<file path="src/rtl/shift_operators.sv">
// ============================================================================
//  Module      : shift_operators
//  Description : Registered single-step shifter applying one of four fixed
//                -distance shifts to the operand each clock.
//  Revision    : 1.0  initial release
// ============================================================================
`default_nettype none

module shift_operators #(
    parameter int WIDTH     = 4,
    parameter int SHIFT_AMT = 1
) (
    input  logic             clk,
    input  logic             rst_n,
    input  logic [WIDTH-1:0] in,
    input  logic [1:0]       sel,
    output logic [WIDTH-1:0] out
);

    localparam logic [1:0] c_SEL_LSL = 2'b00;
    localparam logic [1:0] c_SEL_LSR = 2'b01;
    localparam logic [1:0] c_SEL_ASL = 2'b10;
    localparam logic [1:0] c_SEL_ASR = 2'b11;

    logic [WIDTH-1:0] w_shifted;
    logic [WIDTH-1:0] r_out;

    always_comb begin
        w_shifted = '0;
        case (sel)
            c_SEL_LSL: w_shifted = in << SHIFT_AMT;
            c_SEL_LSR: w_shifted = in >> SHIFT_AMT;
            c_SEL_ASL: w_shifted = in <<< SHIFT_AMT;
            // Signed cast makes >>> replicate the MSB into the vacated bits.
            c_SEL_ASR: w_shifted = $unsigned($signed(in) >>> SHIFT_AMT);
            default:   w_shifted = '0;
        endcase
    end

    always_ff @(posedge clk or negedge rst_n) begin
        if (!rst_n) begin
            r_out <= '0;
        end else begin
            r_out <= w_shifted;
        end
    end

    assign out = r_out;

endmodule

`default_nettype wire

</file>
<file path="config.mk">
export PLATFORM = sky130hd
export DESIGN_NAME = shift_operators
export DESIGN_NICKNAME = d
export VERILOG_FILES = /design/src/rtl/shift_operators.sv
export SDC_FILE = /design/constraint.sdc
export NUM_CORES = 1
export LEC_CHECK = 0
export ABC_AREA = 1
export BUFFER_PORTS_ARGS = -buffer_cell sky130_fd_sc_hd__buf_2
export CAP_MARGIN = 20
export CORE_AREA = 2 2 39 41
export CTS_CLUSTER_SIZE = 40
export DETAILED_ROUTE_END_ITERATION = 10
export DIE_AREA = 0 0 41 43
export PLACE_DENSITY = 0.32
export SYNTH_ARGS = -nofsm -noshare
export SYNTH_HDL_FRONTEND = slang
export SYNTH_SLANG_ARGS = --single-unit
</file>
<file path="constraint.sdc">
create_clock -name clk -period 0.8 [get_ports clk]
set_input_delay 0.16 -clock clk [delete_from_list [all_inputs] [get_ports clk]]
set_output_delay 0.16 -clock clk [all_outputs]
set_load 0.01 [all_outputs]
</file>
After elaboration in Yosys (flattened, before gate mapping). Cells that the tools add are included.

Register bits after elaboration: 4. Input bits: 8. Output and inout bits: 4.

Equality and inequality tests: 3. Muxes and demuxes: 1. Reduce and logical (&&, ||, !) cells: 2.

Operator list (number): $pmux 4 s3 (1); $eq 2x2->1 const B (2); $eq 2x1->1 const B (1); $logic_not 2->1 (1); $reduce_or 2->1 (1).

Logic depth before layout (Yosys ltp).
Word-level depth: 3. Mapped depth: 3. Depth with buffers taken out: 3.

Least setup slack after synthesis. Ideal clock, no wire load.

Path type: flip-flop to output port. Start: register r_out[0], in the netlist out[0]. End: output port out[0]. Arrival: 376 ps. Path slack: 264 ps. Stages on the path, launching flop included: 1. Cells stage by stage: dfrtp_1.

RTL lines: from (decl) (line 26) `logic [WIDTH-1:0] r_out;`; from (signal assigned) (line 44) `r_out <= w_shifted;`; to (decl) (line 17) `output logic [WIDTH-1:0] out`.

No word-level cell between the ends.

Worst setup path in the final report.
Start: register r_out[3], in the netlist out[3]. End: output port out[3].

No word-level cell between the ends.

==> impl_metrics.yaml <==
floorplan:
  core.rowCount: 14
  num_io_pins: 12
  coreArea_um2: 1380
  floorplan.die_area_um2: 1760
  die_height_um: 43
  start_util: 0.106
  floorplan.die.width_um: 41
sta:
  post-route-period-util: 1.09
  report.final.hold_viol_count: 0
  setup_tns_ns: -0.270
  final_critical_path_setup_slack_ns: -0.0701
  final-max-slew-violation-count: 0
  period_minus_slack_ns: 0.870
  worst_hold_slack_ns: 0.138
  rsz0062_at_grt: "yes"
  worst_max_slew_pin_slew_ns: 0.0953
  finish_stage_setup_viols: 4
  timing.fmax_mhz: 1150
  slew_headroom: 0.936
global_route:
  grt_pass1_wl_um: 441
  number_of_global_route_vias_before_repair: 117
  antenna_found_initial: 0
  global_route.usage.total: 0.0473
  globalRouteOverflowTotal: 0
  grt_max_degree: 6
layout:
  filler_cell_count: 154
  drive_gt1_frac: 0.484
  layout.area.seq_um2: 100
  number_of_flip_flops_in_the_largest_register: 4
  insertedDiodeCount: 0
  flow.area_growth_from_synthesis_pct: 77.8
  net_count_reported_at_finish: 41
  multiInputGateArea_um2: 38.8
  layout.core_utilization: 0.188
critical_path:
  worstPathMaxFanout: 1
  worst_path_buf_inv: 1
  critical_path.slowest_cell: "sky130_fd_sc_hd__dfrtp_1"
  timing.critical_path.to_type: "output port"
  critical-path-top-delay-family: "flip-flops"
  critical-path-max-stage-delay_ns: 0.36
  worstPathRequired_ns: 0.64
  setup.worst_path.start_class: "flip-flop"
  criticalPathCategory: "flip-flop to output port"
  critical_path.cell_chain: "buf_6"
  crit_arrival_ns: 0.71
worst_hold_path:
  hold_class: "input pin to flip-flop"
  hold_end: "out[1]$_DFF_PN0_"
  worstHoldStart: "in[0]"
  min_path_cells: 3
clocking:
  worst_setup_hold_path_clk_slew_ns: 0.04
  post_cts_setup_bufs: 0
  ctsRootBufferMaster: "sky130_fd_sc_hd__clkbuf_4"
  cts_made_buffers: 3
  clock_tree_from_tritoncts: "yes"
  clock_tree.htree_level_count: 1
  cts-root-to-sink-buffers: 2
  clock-sinks: 4
detailed_routing:
  drt-total-wl_um: 344
  final_antenna_net_count: 0
  drt-initial-drc-count: 4
  viasPerCell: 3.09
  detailroute.via_count: 145
  first_pass_iters: 4
  route.detailed.wl_per_inst_um: 7.32
  detail_route.drc_violations: 0
yosys:
  avgSynthCellArea_um2: 9.15
  syn-cell-area_um2: 146
  netlist-cell-type-count: 5
  syn-instance-count: 16
  post_synthesis_sequential_area_ratio: 0.684
  synthesis.nets: 24
  yosysWarnings: 0
  synth_seq_cells: 4
run_status:
  failed_checks: "setup timing"
  status: "finished with violations"
pwr:
  power.ir.vdd_worst_mv: 0.318
  power-per-cell-area_nw_per_um2: 2060
  power.leakage_nw: 0.154
  fin_total_pwr_uw: 536
place:
  numPortBuffers: 11
  dp.final_hpwl_um: 266
  finalWeightedCongestion: 0.572
job:
  timing.max_cap.violations: 0
cell usage in the layout (no fill, tap or decap), drive strengths merged:
cell type / synthesis / routed
buf: 0 / 11
clkbuf: 0 / 3
dfrtp: 4 / 4
dlygate4sd3: 0 / 1
inv: 2 / 2
nand2: 9 / 9
nand3: 1 / 1
report_power, final:
group / switching [mW] / internal (mW)
Clock: 0.0768 / 0.167
Sequential: 0.00334 / 0.217
Combinational: 0.0354 / 0.0357
repair_timing:
item                                    4_1_cts  5_1_grt
pin swaps                                     0        0
endpoints found under the setup margin        4        4
endpoints found under the hold margin         4        0
hold buffers                                  1        0
gates resized for setup                       0        1
synth_stat cells:
library cell | n | share of area
sky130_fd_sc_hd__inv_1 | 1 | 0.026
sky130_fd_sc_hd__nand3_1 | 1 | 0.034
sky130_fd_sc_hd__dfrtp_1 | 4 | 0.68
sky130_fd_sc_hd__nand2_1 | 9 | 0.23
sky130_fd_sc_hd__inv_2 | 1 | 0.026
cells by family (layout without fill, tap and decap cells):
kind of cell / count (synthesis) / after routing / synth area share
buffers and inverters: 2 / 17 / 0.0512
flip-flops: 4 / 4 / 0.684
AND/OR/NAND/NOR: 10 / 10 / 0.265
metrics by stage:
stage / std cells / cell area [um^2] / setup slack (ns)
global placement: 43 / 221 / 0.176
CTS: 47 / 254 / -0.0831
global route: 47 / 260 / -0.0964
finish: 47 / 260 / -0.0701
floorplan: 16 / 146 / 0.264
detailed placement: 43 / 221 / 0.171
area by class of cell:
type,count,area share
flip-flops and latches,4,0.385
multi-input cells,10,0.149
inverters,2,0.0288
clock buffers,3,0.0865
well taps,16,0.0769
repair buffers,12,0.274
metal layers:
layer	global-route usage	part of all wire
met1	0.0518	0.43
met2	0.0406	0.33
met5	0	0
met3	0.0157	0.20
met4	0.100	0.041
worst max path at each step:
stage	startpoint	to	slack, ns	cells after the start
CTS	out[3]$_DFF_PN0_	out[3]	-0.08	1
detailed placement	out[3]$_DFF_PN0_	out[3]	0.17	1
floorplan	out[0]$_DFF_PN0_	out[0]	0.26	0
finish	out[3]$_DFF_PN0_	out[3]	-0.07	1
global route	out[3]$_DFF_PN0_	out[3]	-0.1	1
global placement	out[0]$_DFF_PN0_	out[0]	0.18	1
Power figures use the tool's default switching activity.
